===== config.mk =====
export PLATFORM = sky130hd
export DESIGN_NAME = pipeline_hazard_ctrl
export DESIGN_NICKNAME = d
export VERILOG_FILES = /design/src/rtl/forwardmux1.sv /design/src/rtl/forwardmux2.sv /design/src/rtl/hazard_types.sv /design/src/rtl/pcmux.sv /design/src/rtl/fwd_detect.sv /design/src/rtl/pipeline_hazard_ctrl.sv
export SDC_FILE = /design/constraint.sdc
export NUM_CORES = 1
export LEC_CHECK = 0
export ABC_AREA = 1
export BUFFER_PORTS_ARGS = -buffer_cell sky130_fd_sc_hd__buf_2
export CAP_MARGIN = 20
export CORE_MARGIN = 2
export CORE_UTILIZATION = 25
export CTS_BUF_LIST = sky130_fd_sc_hd__clkbuf_2 sky130_fd_sc_hd__clkbuf_4 sky130_fd_sc_hd__clkbuf_8
export DETAILED_ROUTE_END_ITERATION = 10
export PLACE_DENSITY_LB_ADDON = 0.08
export SLEW_MARGIN = 5
export SYNTH_ARGS = -nofsm -noshare
export SYNTH_HDL_FRONTEND = slang
export SYNTH_SLANG_ARGS = --single-unit

===== constraint.sdc =====
create_clock -name clk -period 3.6 [get_ports clk]
set_clock_uncertainty 0.2 [all_clocks]
set_input_delay 0.54 -clock clk [delete_from_list [all_inputs] [get_ports clk]]
set_output_delay 0.54 -clock clk [all_outputs]
set_load 0.01 [all_outputs]

===== src/rtl/forwardmux1.sv =====
// forwardmux1: select encoding for the EX-stage operand-1 forwarding mux
package forwardmux1;
  typedef enum logic [1:0] {
    idex_rs1reg_out  = 2'b00,
    exmem_alureg_out = 2'b01,
    regfilemux_out   = 2'b10
  } forwardmux1_sel_t;
endpackage


===== src/rtl/forwardmux2.sv =====
// forwardmux2: select encoding for the EX-stage operand-2 forwarding mux
package forwardmux2;
  typedef enum logic [1:0] {
    idex_rs2reg_out  = 2'b00,
    exmem_alureg_out = 2'b01,
    regfilemux_out   = 2'b10
  } forwardmux2_sel_t;
endpackage


===== src/rtl/hazard_types.sv =====
// hazard_types: sequencing states and raw forwarding codes shared by the hazard controller
package hazard_types;
  typedef enum logic [1:0] {RUN, WAIT_BOTH, WAIT_I, WAIT_D} hz_state_t;
  localparam logic [1:0] FWD_NONE  = 2'b00;
  localparam logic [1:0] FWD_EXMEM = 2'b01;
  localparam logic [1:0] FWD_WB    = 2'b10;
endpackage


===== src/rtl/pcmux.sv =====
// pcmux: select encoding for the next-PC mux
package pcmux;
  typedef enum logic {
    pc_plus4 = 1'b0,
    alu_out  = 1'b1
  } pcmux_sel_t;
endpackage


===== src/rtl/fwd_detect.sv =====
// fwd_detect: forwarding source for one EX operand, EX/MEM result wins over MEM/WB
module fwd_detect
  import hazard_types::*;
(
  input  logic [4:0] i_ex_rs,
  input  logic [4:0] i_mem_rd,
  input  logic       i_mem_regwrite,
  input  logic [4:0] i_wb_rd,
  input  logic       i_wb_regwrite,
  output logic [1:0] o_sel
);
  // x0 is never forwarded since it always reads as zero
  always_comb
    o_sel = (i_mem_regwrite && i_mem_rd != 5'd0 && i_mem_rd == i_ex_rs) ? FWD_EXMEM :
            (i_wb_regwrite && i_wb_rd != 5'd0 && i_wb_rd == i_ex_rs) ? FWD_WB : FWD_NONE;
endmodule


===== src/rtl/pipeline_hazard_ctrl.sv =====
// pipeline_hazard_ctrl: forwarding, stall/flush sequencing and split I/D memory wait tracking
module pipeline_hazard_ctrl
  import hazard_types::*;
#(
  parameter int CNT_W = 32
) (
  input  logic             clk,
  input  logic             rst_n,
  input  logic [4:0]       id_rs1,
  input  logic [4:0]       id_rs2,
  input  logic             id_use_rs1,
  input  logic             id_use_rs2,
  input  logic [4:0]       ex_rs1,
  input  logic [4:0]       ex_rs2,
  input  logic [4:0]       ex_rd,
  input  logic             ex_regwrite,
  input  logic             ex_is_load,
  input  logic [4:0]       mem_rd,
  input  logic             mem_regwrite,
  input  logic [4:0]       wb_rd,
  input  logic             wb_regwrite,
  input  logic             ex_br_taken,
  input  logic             imem_resp,
  input  logic             dmem_op,
  input  logic             dmem_resp,
  output logic [1:0]       fwd1_sel,
  output logic [1:0]       fwd2_sel,
  output logic             pcmux_sel,
  output logic             ld_pc,
  output logic             ld_ifid,
  output logic             ld_idex,
  output logic             ld_exmem,
  output logic             ld_memwb,
  output logic             flush_ifid,
  output logic             flush_idex,
  output logic             imem_req_en,
  output logic             dmem_req_en,
  output logic             ihold_ld,
  output logic             dhold_ld,
  output logic             use_ihold,
  output logic             use_dhold,
  output logic [CNT_W-1:0] cnt_stall,
  output logic [CNT_W-1:0] cnt_flush
);
  hz_state_t r_state, w_next;
  logic r_i_done, r_d_done;
  logic [1:0] w_sel1, w_sel2;
  forwardmux1::forwardmux1_sel_t w_fwd1;
  forwardmux2::forwardmux2_sel_t w_fwd2;
  logic w_i_wait, w_d_wait, w_freeze, w_adv, w_lu, w_br, w_lu_stall, w_ihold, w_dhold;

  fwd_detect u_fwd1 (
    .i_ex_rs(ex_rs1), .i_mem_rd(mem_rd), .i_mem_regwrite(mem_regwrite),
    .i_wb_rd(wb_rd), .i_wb_regwrite(wb_regwrite), .o_sel(w_sel1)
  );
  fwd_detect u_fwd2 (
    .i_ex_rs(ex_rs2), .i_mem_rd(mem_rd), .i_mem_regwrite(mem_regwrite),
    .i_wb_rd(wb_rd), .i_wb_regwrite(wb_regwrite), .o_sel(w_sel2)
  );

  assign w_fwd1     = forwardmux1::forwardmux1_sel_t'(w_sel1);
  assign w_fwd2     = forwardmux2::forwardmux2_sel_t'(w_sel2);
  assign w_i_wait   = ~r_i_done & ~imem_resp;
  assign w_d_wait   = dmem_op & ~r_d_done & ~dmem_resp;
  assign w_adv      = ~w_freeze;
  assign w_lu       = ex_is_load && ex_rd != 5'd0 &&
                      ((id_use_rs1 && id_rs1 == ex_rd) || (id_use_rs2 && id_rs2 == ex_rd));
  assign w_br       = w_adv & ex_br_taken;
  assign w_lu_stall = w_adv & ~ex_br_taken & w_lu;
  assign w_ihold    = imem_resp & ~r_i_done & w_freeze;
  assign w_dhold    = dmem_resp & dmem_op & ~r_d_done & w_freeze;

  // Single-port waits only watch their own response; RUN and WAIT_BOTH re-evaluate both ports
  always_comb begin
    w_next   = RUN;
    w_freeze = 1'b0;
    case (r_state)
      WAIT_I: begin
        w_freeze = ~imem_resp;
        w_next   = imem_resp ? RUN : WAIT_I;
      end
      WAIT_D: begin
        w_freeze = ~dmem_resp;
        w_next   = dmem_resp ? RUN : WAIT_D;
      end
      default: begin
        w_freeze = w_i_wait | w_d_wait;
        w_next   = (w_i_wait && w_d_wait) ? WAIT_BOTH : w_i_wait ? WAIT_I : w_d_wait ? WAIT_D : RUN;
      end
    endcase
  end

  // Pipeline controls, all forced to their idle values while reset is held
  always_comb begin
    fwd1_sel    = rst_n ? w_fwd1 : forwardmux1::idex_rs1reg_out;
    fwd2_sel    = rst_n ? w_fwd2 : forwardmux2::idex_rs2reg_out;
    pcmux_sel   = (rst_n && w_br) ? pcmux::alu_out : pcmux::pc_plus4;
    ld_pc       = rst_n & w_adv & ~w_lu_stall;
    ld_ifid     = rst_n & w_adv & ~w_lu_stall;
    ld_idex     = rst_n & w_adv;
    ld_exmem    = rst_n & w_adv;
    ld_memwb    = rst_n & w_adv;
    flush_ifid  = rst_n & w_br;
    flush_idex  = rst_n & (w_br | w_lu_stall);
    imem_req_en = rst_n & ~r_i_done;
    dmem_req_en = rst_n & ~r_d_done;
    ihold_ld    = rst_n & w_ihold;
    dhold_ld    = rst_n & w_dhold;
    use_ihold   = rst_n & w_adv & r_i_done;
    use_dhold   = rst_n & w_adv & r_d_done;
  end

  // State, captured-response flags (cleared by the advance) and saturating counters
  always_ff @(posedge clk) begin
    if (!rst_n) begin
      r_state   <= RUN;
      r_i_done  <= 1'b0;
      r_d_done  <= 1'b0;
      cnt_stall <= '0;
      cnt_flush <= '0;
    end else begin
      r_state  <= w_next;
      r_i_done <= w_freeze & (r_i_done | w_ihold);
      r_d_done <= w_freeze & (r_d_done | w_dhold);
      if ((w_freeze | w_lu_stall) && cnt_stall != '1) cnt_stall <= cnt_stall + CNT_W'(1);
      if (w_br && cnt_flush != '1) cnt_flush <= cnt_flush + CNT_W'(1);
    end
  end
endmodule


==> results.ini, run 1 <==
[yosys]
synth_top_family_by_area = simple AND/OR/NAND/NOR gates
synthAdderAreaFrac_pct = 1.28
syn_area_per_cell_um2 = 5.91
synth_nets = 878
synth.area.top_cells = dfxtp_1 (28%), nand2_1 (20%), nor2_1 (11%)
yosys.area_share.simple_pct = 46.3
synth_xor_xnor_area_share_pct = 5.38
synth_area_mm2 = 0.00488
synth_top_cell_area_share_pct = 27.9
synth_cell_types = 32
yosysSeqAreaShare_pct = 27.9
yosys.area.top_type = dfxtp_1
synth-compound-area-share_pct = 7.84
synthMuxAreaShare_pct = 0
netlist_instances = 826
synth_warnings = 0
yosys_register_bits = 68

[place]
portBuffers = 127
routabilityCongestion = 0.862
dp.cells = 1196
hpwlAfterDp_um = 11200

[floorplanning]
start_util_pct = 25.3
die-area_mm2 = 0.0207
die_height_um = 144
ioPinCount = 129
placementRows = 51
core_area_mm2 = 0.0193
die_w_um = 144

[finish]
post_route_cells_drive_above_1_share_pct = 18.7
fill_cells = 2261
instances_no_fill = 1212
final_common_cell = nand2_1
syn2layout_area_growth_pct = 20.4
final_cell_mix = nand2_1 (261), nor2_1 (143), buf_2 (127), inv_1 (86), dfxtp_1 (68)
diodes = 0
nets = 994
utilization_pct = 30.4

[grt]
gr-usage-all-layers_pct = 14.6
grt_pass1_vias = 4808
grt_overflow = 0
antenna_found_initial = 0
grt_pass1_wl_um = 24100
grt_max_degree = 65
met2_usage_pct = 25.4
grt_util_met1_pct = 18.1
grt_use_met3_pct = 3.77
top_usage_layer = met2

[setup_path]
worstPathMaxFanout = 6
arrival_ps = 2110
start_kind = register
cp_slowest_cell = dfxtp_1
worst-path-stages = 10
critPathTopFamily = simple AND/OR/NAND/NOR gates
critPathKind = register to primary output
worstSetupEndpointType = primary output
critical_path_required_ps = 2860
path_common_cell = nor2_1
reg2regPathDepth = 11
path_cells = nor2_1, inv_1, ha_1, or2_2, nand2_2, nor2_1, nand2_1, nand2_2, nor2_1, buf_2
cpPeakStageDelay_ps = 320
worst-path-buf-inv = 2

[clock_network]
post-cts-setup-buffers = 0
cts.repair.resized = 0
cts.clk_slew.worst_paths_ps = 70
htree_levels = 3
clock-root-buffer = clkbuf_8
numCtsBuffers = 9
cts_sinks = 68
cts_tree = built
clockBufferDepth = 2
clock_latency_ps = 360
cts_hold_buf = 0

[route]
vias_per_cell = 4.27
drtIter0Drc = 196
drc = 0
routedWlPerCell_um = 12.0
final_antenna_net_count = 0
vias = 5181
routed_wl_um = 14500
first_pass_iters = 4

[sta]
hold-worst-slack_ps = 284
slew_headroom_pct = 58.3
hold_violations = 0
final.setup.tns_ps = 0
rsz0062_at_grt = false
tightest_slew_ps = 625
setup_viol = 0
fmax_mhz = 350
period_minus_slack_ps = 2850
slew_viol_final = 0
layout_worst_path_cycle_share_pct = 79.3

[run_status]
status = completed

[power]
p_leak_nw = 2.79
p_per_area_mw_per_mm2 = 284
ir_worst_vdd_uv = 172

[worst_hold_path]
whs_path_depth = 3
hp-class = input pin to register

[job]
drv_cap = 0

## tightest hold or removal path, delay by kind of cell
kind / cells / cell delay, ps
buf+inv: 1 / 100
simple gates: 2 / 160
## state kept, by name, summed over array words and instances, names as in the netlist
register   cells
cnt_flush     32
cnt_stall     32
r_state        2
r_d_done       1
r_i_done       1
## per-layer routing
metal / vias up / share of wire (%)
met5: - / 0
met4: 0 / 1.2
met3: 12 / 3.8
met2: 88 / 48
met1: 2258 / 47
li1: 2823 / -
## cell usage after synthesis
| cell | instances |
|---|---|
| or2_2 | 3 |
| nor4_1 | 1 |
| o211ai_1 | 1 |
| nor2_2 | 5 |
| inv_2 | 7 |
| o21ai_0 | 8 |
| a221oi_1 | 1 |
| nand4_1 | 12 |
| nand3_1 | 66 |
| clkinv_1 | 1 |
| nor2_4 | 3 |
| dfxtp_1 | 68 |
| xor2_1 | 16 |
| buf_2 | 2 |
| buf_4 | 8 |
| nand2_1 | 262 |
| buf_6 | 9 |
| nand3b_1 | 9 |
| nor3_1 | 13 |
| xnor2_1 | 14 |
| nor3_4 | 3 |
| nand2_2 | 4 |
| a21oi_1 | 61 |
| nand2_4 | 1 |
| o21ai_1 | 3 |
| nand3_2 | 1 |
| o22ai_1 | 1 |
| inv_1 | 86 |
| nor3_2 | 2 |
| ha_1 | 5 |
| nor2_1 | 143 |
| clkbuf_1 | 7 |
## per-stage QoR
stage,area (µm²),power [mW],setup WS [ps]
floorplan,4880,0.997,645
global placement,5690,1.06,719
detailed placement,5690,1.06,721
CTS,5880,1.72,672
global route,5880,1.79,530
finish,5880,1.67,747
## power breakdown
group / switching (mW) / internal [mW]
sequential: 0.0121 / 0.763
combinational: 0.174 / 0.0903
clock: 0.302 / 0.330
total: 0.488 / 1.18
## final timing paths
kind                            slack, ps  startpoint       endpoint
worst max-delay path                  750    r_i_done        ld_ifid
worst min-delay path                  280   imem_resp       r_i_done
worst max register to register       1070    r_i_done  cnt_stall[31]
worst min register to register        310  r_state[0]     r_state[0]
## kinds of logic after synthesis
family                     count (synthesis)
adders and majority gates                  5
DFF                                       68
AOI/OAI and AO/OA                         75
and+or+nand+nor                          528
buffers and inverters                    120
xor gates and xnor gates                  30
## cell type report
class                   instances  area [µm²]  share of cell area [%]
clock buffers                  15         188                    3.19
clock inverters                 1        5.00                  0.0851
inverters                      94         353                    6.00
multi-input cells             638        2970                    50.6
flip-flops and latches         68        1360                    23.2
well taps                     265         332                    5.64
repair buffers                131         666                    11.3
Note: power is estimated with default switching activity, not from simulation.
==> run 2: changes to the inputs <==
--- a/config.mk
+++ b/config.mk
@@ -5,7 +5,7 @@
 export SDC_FILE = /design/constraint.sdc
 export NUM_CORES = 1
 export LEC_CHECK = 0
-export ABC_AREA = 1
+export ABC_AREA = 0
 export BUFFER_PORTS_ARGS = -buffer_cell sky130_fd_sc_hd__buf_2
 export CAP_MARGIN = 20
 export CORE_MARGIN = 2
==> constraint.sdc (replaced) <==
create_clock -name clk -period 2.9 [get_ports clk]
set_clock_uncertainty 0.2 [all_clocks]
set_input_delay 0.435 -clock clk [delete_from_list [all_inputs] [get_ports clk]]
set_output_delay 0.435 -clock clk [all_outputs]
set_load 0.01 [all_outputs]
==> run 2 against run 1 <==
  * Sequential share of layout area up 2.7 points
  * Register-to-register slack worse by 820 ps
  * Sequential power is 24% higher
  * Worst setup slack got worse by 650 ps
  * Non-clock buffer count rose by 19
  * Flip-flop and latch count is the same
  * Die area down 17%
==> results.ini, run 2 <==
[run_status]
status = completed

[yosys]
synth_warnings = 0  ; unchanged
synth_area_mm2 = 0.00404  ; -17%
synth_cell_types = 55  ; +72%
yosys-top-cells-count = dfxtp_1 (68), nor2_1 (42), nand2_1 (37)
synthArstFlopShare_pct = 0  ; unchanged
yosys.area.top_type = dfxtp_1
synth-edff-count = 0  ; unchanged
synth_nets = 536  ; -39%
synth_most_common_cell = dfxtp_1
synth_top_cell_area_share_pct = 33.7  ; +5.8 points
synth.area.top_cells = dfxtp_1 (34%), xor2_1 (6.7%), xnor2_1 (5.8%)
yosysSeqAreaShare_pct = 33.7  ; +5.8 points
netlist_instances = 484  ; -41%
syn_area_per_cell_um2 = 8.36  ; +41%
synthFlopType = dfxtp_1
yosys_register_bits = 68  ; unchanged

[clock_network]
clockBufferDepth = 2  ; unchanged
numCtsBuffers = 9  ; unchanged
cts_tree = built
cts.clk_slew.worst_paths_ps = 80  ; about the same
clock-root-buffer = clkbuf_8
cts_hold_buf = 0  ; unchanged
htree_levels = 3  ; unchanged
clock_latency_ps = 360  ; about the same
cts_sinks = 68  ; unchanged

[grt]
grt_overflow = 0  ; unchanged
grt_pass1_wl_um = 20300  ; -16%
gr-usage-all-layers_pct = 14.3  ; -0.34 points
grt_max_degree = 54  ; -17%
grt_pass1_vias = 3910  ; -19%
antenna_found_initial = 0  ; unchanged

[finish]
diodes = 0  ; unchanged
instances_no_fill = 839  ; -31%
post_route_cells_drive_above_1_share_pct = 29.5  ; +11 points
final_common_cell = buf_2
final_cell_mix = buf_2 (127), dfxtp_1 (67), nor2_1 (41), nand2_1 (35), xor2_1 (31)
nets = 670  ; -33%
top_regs = cnt_flush x32, cnt_stall x32, r_state x2
syn2layout_area_growth_pct = 30.1

[power]
ir_worst_vdd_uv = 174  ; +1.0%
p_leak_nw = 2.18  ; -22%
combPwrFrac_pct = 14.7  ; -1.1 points
clkPwrFrac_pct = 42.5  ; +4.7 points
p_switching_mw = 0.594  ; +22%
p_int_mw = 1.65  ; +39%
pwr-share-seq_pct = 42.8  ; -3.6 points
p_sw_share_pct = 26.5  ; -2.7 points
p_per_area_mw_per_mm2 = 426  ; +50%

[worst_hold_path]
hp-class = input pin to register
whs_path_depth = 3  ; unchanged
whs_endpoint = r_d_done
min_from = dmem_op

[setup_path]
start_kind = register
arrival_ps = 2170  ; +60 ps
worstSetupEndpointType = primary output
reg2regPathDepth = 7  ; -4
reg2reg_slack_ps = 250  ; -820 ps
worst-path-buf-inv = 1  ; -1
path_cells = or3b_2, ha_1, or2_4, a21boi_1, and3_1, buf_2
critical_path_required_ps = 2270  ; -590 ps
critPathKind = register to primary output
critPathTopFamily = simple AND/OR/NAND/NOR gates
rr_endpoint = cnt_flush[9]
cpPeakStageDelay_ps = 460  ; +140 ps
cp_slowest_cell = or3b_2
worstPathMaxFanout = 5  ; -1
timing.rr.start = cnt_flush[0]

[floorplanning]
placementRows = 46  ; -9.8%
die_w_um = 131  ; -8.8%
start_util_pct = 25.5  ; +0.29 points
die_height_um = 131  ; -8.8%
core_area_mm2 = 0.0158  ; -18%
ioPinCount = 129  ; unchanged
die-area_mm2 = 0.0172  ; -17%

[route]
first_pass_iters = 4  ; unchanged
final_antenna_net_count = 0  ; unchanged
routedWlPerCell_um = 14.5  ; +21%
routed_wl_um = 12200  ; -16%
vias_per_cell = 4.83  ; +13%
drtIter0Drc = 227  ; +16%
drc = 0  ; unchanged
vias = 4055  ; -22%

[place]
routabilityCongestion = 0.748  ; -13%
dp.cells = 823  ; -31%
portBuffers = 127  ; unchanged
hpwlAfterDp_um = 8850  ; -21%
pre_cts_ws_ps = 31.6  ; -689 ps

[sta]
layout_worst_path_cycle_share_pct = 96.7
tightest_slew_ps = 626  ; +1.17 ps
rsz0062_at_grt = false
fmax_mhz = 357
slew_headroom_pct = 58.3  ; -0.078 points
hold_violations = 0  ; unchanged
final.setup.tns_ps = 0  ; unchanged
setup_viol = 0  ; unchanged
hold-worst-slack_ps = 149  ; -135 ps
period_minus_slack_ps = 2800
setup_ws_ps = 95.5  ; -651 ps
slew_viol_final = 0  ; unchanged

[job]
drv_cap = 0  ; unchanged

run 2: worst reg2reg max path: cells and delay by family (launching register included):
kind                       cells  cell delay [ps]
DFF                            1              330
and+or+nand+nor                5             1660
adders and majority gates      1              170
xor gates and xnor gates       1              140
run 2: repair_timing:
| action | in CTS | in global routing |
|---|---|---|
| gates resized for setup | 5 | 3 |
| endpoints found under the setup margin | 10 | 2 |
| buffers inserted | 0 | 0 |
| pin swaps | 0 | 1 |
run 2: per-layer routing:
| layer | track usage (%) | share of wire, % |
|---|---|---|
| met5 | 0 | 0 |
| met4 | 5.92 | 2.1 |
| met3 | 2.97 | 4.1 |
| met2 | 22.4 | 45 |
| met1 | 19.1 | 49 |
run 2: worst max-delay path by stage:
| stage | startpoint | to | depth (start not counted) |
|---|---|---|---|
| after floorplan | dmem_resp | ihold_ld | 6 |
| after global placement | dmem_resp | cnt_stall[4] | 9 |
| after detailed placement | dmem_resp | cnt_stall[6] | 9 |
| after CTS | r_d_done | flush_idex | 8 |
| after global routing | r_d_done | pcmux_sel | 6 |
| final | r_d_done | flush_ifid | 6 |
run 2: layout make-up:
cell class                      instances  area [µm²]
Sequential cell                        68        1360
Timing Repair Buffer                  150         833
Clock buffer                           13         173
Clock inverter                          3        67.6
Multi-Input combinational cell        378        2510
Tap cell                              216         270
Inverter                               11        41.3
Fill cell                            1693       10600
run 2: cells by family after synthesis:
kind of cell / share of synthesized area, %
muxes: 1.76
and+or+nand+nor: 33.4
xor gates and xnor gates: 12.6
AOI/OAI and AO/OA: 12.2
adders and majority gates: 1.55
DFF: 33.7
buffers and inverters: 4.89
run 2: through the flow:
stage | cell area [µm²] | power [mW] | util [%]
global route | 5260 | 2.36 | 33.2
floorplan | 4040 | 1.16 | -
finish | 5260 | 2.24 | 33.2
detailed placement | 5000 | 1.31 | 31.6
global placement | 5000 | 1.30 | 31.6
CTS | 5250 | 2.28 | 33.2
run 2: power by group through the flow:
stage               logic (mW)  registers, mW  clock network [mW]
global placement         0.320          0.981                   0
global route             0.367          0.963                1.03
floorplan                0.176          0.986                   0
detailed placement       0.325          0.982                   0
CTS                      0.332          0.960               0.993
finish                   0.329          0.960               0.954
==> run 3: changes to the inputs <==
--- a/config.mk
+++ b/config.mk
@@ -16,4 +16,5 @@
 export SLEW_MARGIN = 5
 export SYNTH_ARGS = -nofsm -noshare
 export SYNTH_HDL_FRONTEND = slang
+export SYNTH_HIERARCHICAL = 1
 export SYNTH_SLANG_ARGS = --single-unit
==> run 3 against run 2 <==
  * Non-clock buffer count fell by 3
  * Power fell by 6.5%
  * Die area fell by 2.5%
  * Final area fell by 2.5%
  * Critical path type unchanged
==> results.ini, run 3 <==
[run_status]
status = completed

[yosys]
synth_nets = 511  ; -4.7%
yosysSeqAreaShare_pct = 34.6  ; +0.90 points
netlist_instances = 459  ; -5.2%
synth_warnings = 6  ; +6
yosys-top-cells-count = dfxtp_1 (68), and2_1 (57), xnor2_1 (42)
synth_top_cell_area_share_pct = 34.6  ; +0.90 points
yosys_register_bits = 68  ; unchanged
synth.area.top_cells = dfxtp_1 (35%), xnor2_1 (9.3%), and2_1 (9.1%)
synthFlopType = dfxtp_1
synth_most_common_cell = dfxtp_1
synthArstFlopShare_pct = 0  ; unchanged
synth-edff-count = 0  ; unchanged
syn_area_per_cell_um2 = 8.58  ; +2.7%
synth_cell_types = 46  ; -16%
yosys.area.top_type = dfxtp_1
synth_area_mm2 = 0.00394  ; -2.6%

[finish]
nets = 653  ; -2.5%
diodes = 0  ; unchanged
top_regs = cnt_flush x32, cnt_stall x32, r_state x2
post_route_cells_drive_above_1_share_pct = 29.6  ; +0.052 points
final_cell_mix = buf_2 (127), dfxtp_1 (68), and2_1 (57), xnor2_1 (42), nand2_1 (38)
final_common_cell = buf_2
regArea_mm2 = 0.00136  ; about the same
syn2layout_area_growth_pct = 30.1  ; about the same
multi_input_area_mm2 = 0.00244  ; -2.9%
fill_cells = 1669  ; -1.4%
instances_no_fill = 816  ; -2.7%

[clock_network]
cts_hold_buf = 0  ; unchanged
cts_sinks = 68  ; unchanged
cts.repair.resized = 0  ; -5
post-cts-setup-buffers = 0  ; unchanged
htree_levels = 3  ; unchanged
cts.clk_slew.worst_paths_ps = 60  ; -20 ps
clock_latency_ps = 350  ; about the same
cts_tree = built
clockBufferDepth = 2  ; unchanged
numCtsBuffers = 9  ; unchanged
clock-root-buffer = clkbuf_8

[floorplanning]
ioPinCount = 129  ; unchanged
die_height_um = 130  ; -1.3%
core_area_mm2 = 0.0153  ; -3.2%
start_util_pct = 25.7  ; +0.17 points
placementRows = 45  ; -2.2%
die-area_mm2 = 0.0168  ; -2.5%
die_w_um = 130  ; -1.3%

[setup_path]
worstPathMaxFanout = 3  ; -2
critPathKind = register to primary output
arrival_ps = 2040  ; -130 ps
start_kind = register
worstSetupEndpointType = primary output
critical_path_required_ps = 2270  ; about the same

[sta]
fmax_mhz = 373  ; +4.7%
hold-worst-slack_ps = 218  ; +68.9 ps
setup_viol = 0  ; unchanged
slew_headroom_pct = 61.6  ; +3.3 points
layout_worst_path_cycle_share_pct = 92.4  ; -4.4 points
slew_viol_final = 0  ; unchanged
hold_violations = 0  ; unchanged
period_minus_slack_ps = 2680  ; -126 ps
setup_ws_ps = 222  ; +126 ps
rsz0062_at_grt = false
tightest_slew_ps = 572  ; -54.2 ps

[route]
vias_per_cell = 4.44  ; -8.1%
vias = 3624  ; -11%
drc = 0  ; unchanged
first_pass_iters = 4  ; unchanged
drtIter0Drc = 93  ; -59%
final_antenna_net_count = 0  ; unchanged
routed_wl_um = 10400  ; -15%
routedWlPerCell_um = 12.7  ; -13%

[grt]
gr-usage-all-layers_pct = 12.6  ; -1.7 points
grt_max_degree = 33  ; -39%
grt_pass1_wl_um = 16900  ; -17%
grt_pass1_vias = 3469  ; -11%
antenna_found_initial = 0  ; unchanged
grt_overflow = 0  ; unchanged

[power]
p_per_area_mw_per_mm2 = 409  ; -4.0%
ir_worst_vdd_uv = 205  ; +18%
p_total_mw = 2.10  ; -6.5%
p_leak_nw = 2.43  ; +11%

[place]
routabilityCongestion = 0.737  ; -1.5%
portBuffers = 127  ; unchanged
hpwlAfterDp_um = 8050  ; -9.1%
pre_cts_ws_ps = -38.2  ; -69.8 ps
dp.cells = 801  ; -2.7%

[job]
drv_cap = 0  ; unchanged

[worst_hold_path]
hp-class = input pin to register

## run 3: cell count changes in the layout (fill, tap and decap cells not counted), moves of 7 or more
cell | before | now
and2_1 | 4 | 57
nor2_1 | 41 | 20
or4_1 | 21 | 1
o31ai_1 | 17 | 0
xnor2_1 | 27 | 42
a21oi_1 | 24 | 11
nand4_1 | 24 | 16
nor3_1 | 10 | 18
nor4_1 | 14 | 6
and3_1 | 13 | 20
## run 3: worst paths after layout
kind                    to  slack, ps  cells past startpoint          start
max               ihold_ld        220                      7       r_d_done
min               r_d_done        220                      4        dmem_op
max reg2reg  cnt_stall[21]        260                      8       r_d_done
min reg2reg  cnt_flush[30]        310                      2  cnt_flush[30]
## run 3: area by class of cell
class                      instances  share of cell area, %
clock buffer                      14                   3.51
clock inverter                     1                  0.586
inverter                          14                   1.03
multi-input combinational        361                   47.6
sequential                        68                   26.6
tap                              211                   5.15
timing repair buffer             147                   15.6
## run 3: cell families (layout without fill, tap and decap cells)
kind of cell	after synthesis	after routing	share of synthesized area, %
simple gates	238	238	34.8
xor+xnor	77	77	17.1
buf+inv	30	176	3.49
compound gates	36	36	7.12
flops	68	68	34.6
fa+ha+maj	5	5	1.59
mux	5	5	1.27
## run 3: stage by stage
step,cell area (µm²),TNS [ps],utilization (%)
after floorplan,3940,0,-
after global placement,4920,-159,32.1
after detailed placement,4920,-41.5,32.1
after CTS,5130,0,33.5
after global routing,5130,0,33.5
final,5130,0,33.5
## run 3: critical path, cell delays in order (launching register included)
cell	delay, ps
dfxtp_1	310
or3b_2	460
ha_1	210
o21ai_0	150
buf_4	130
nand2_1	80
nor3b_1	190
buf_2	160
## run 3: routing by layer
layer  part of all wire, %  vias to the layer above  GRT usage [%]
li1                      -                     1852              -
met1                    44                     1692           15.2
met2                    50                       71           21.4
met3                   5.7                        9           3.84
met4                   1.0                        0           4.36
met5                     0                        -              0
## run 3: power breakdown
group,switching [mW],total [mW],internal (mW),leakage [nW]
clock,0.355,0.838,0.483,0.110
combinational,0.154,0.291,0.138,1.77
sequential,0.0196,0.969,0.949,0.549
total,0.528,2.10,1.57,2.43
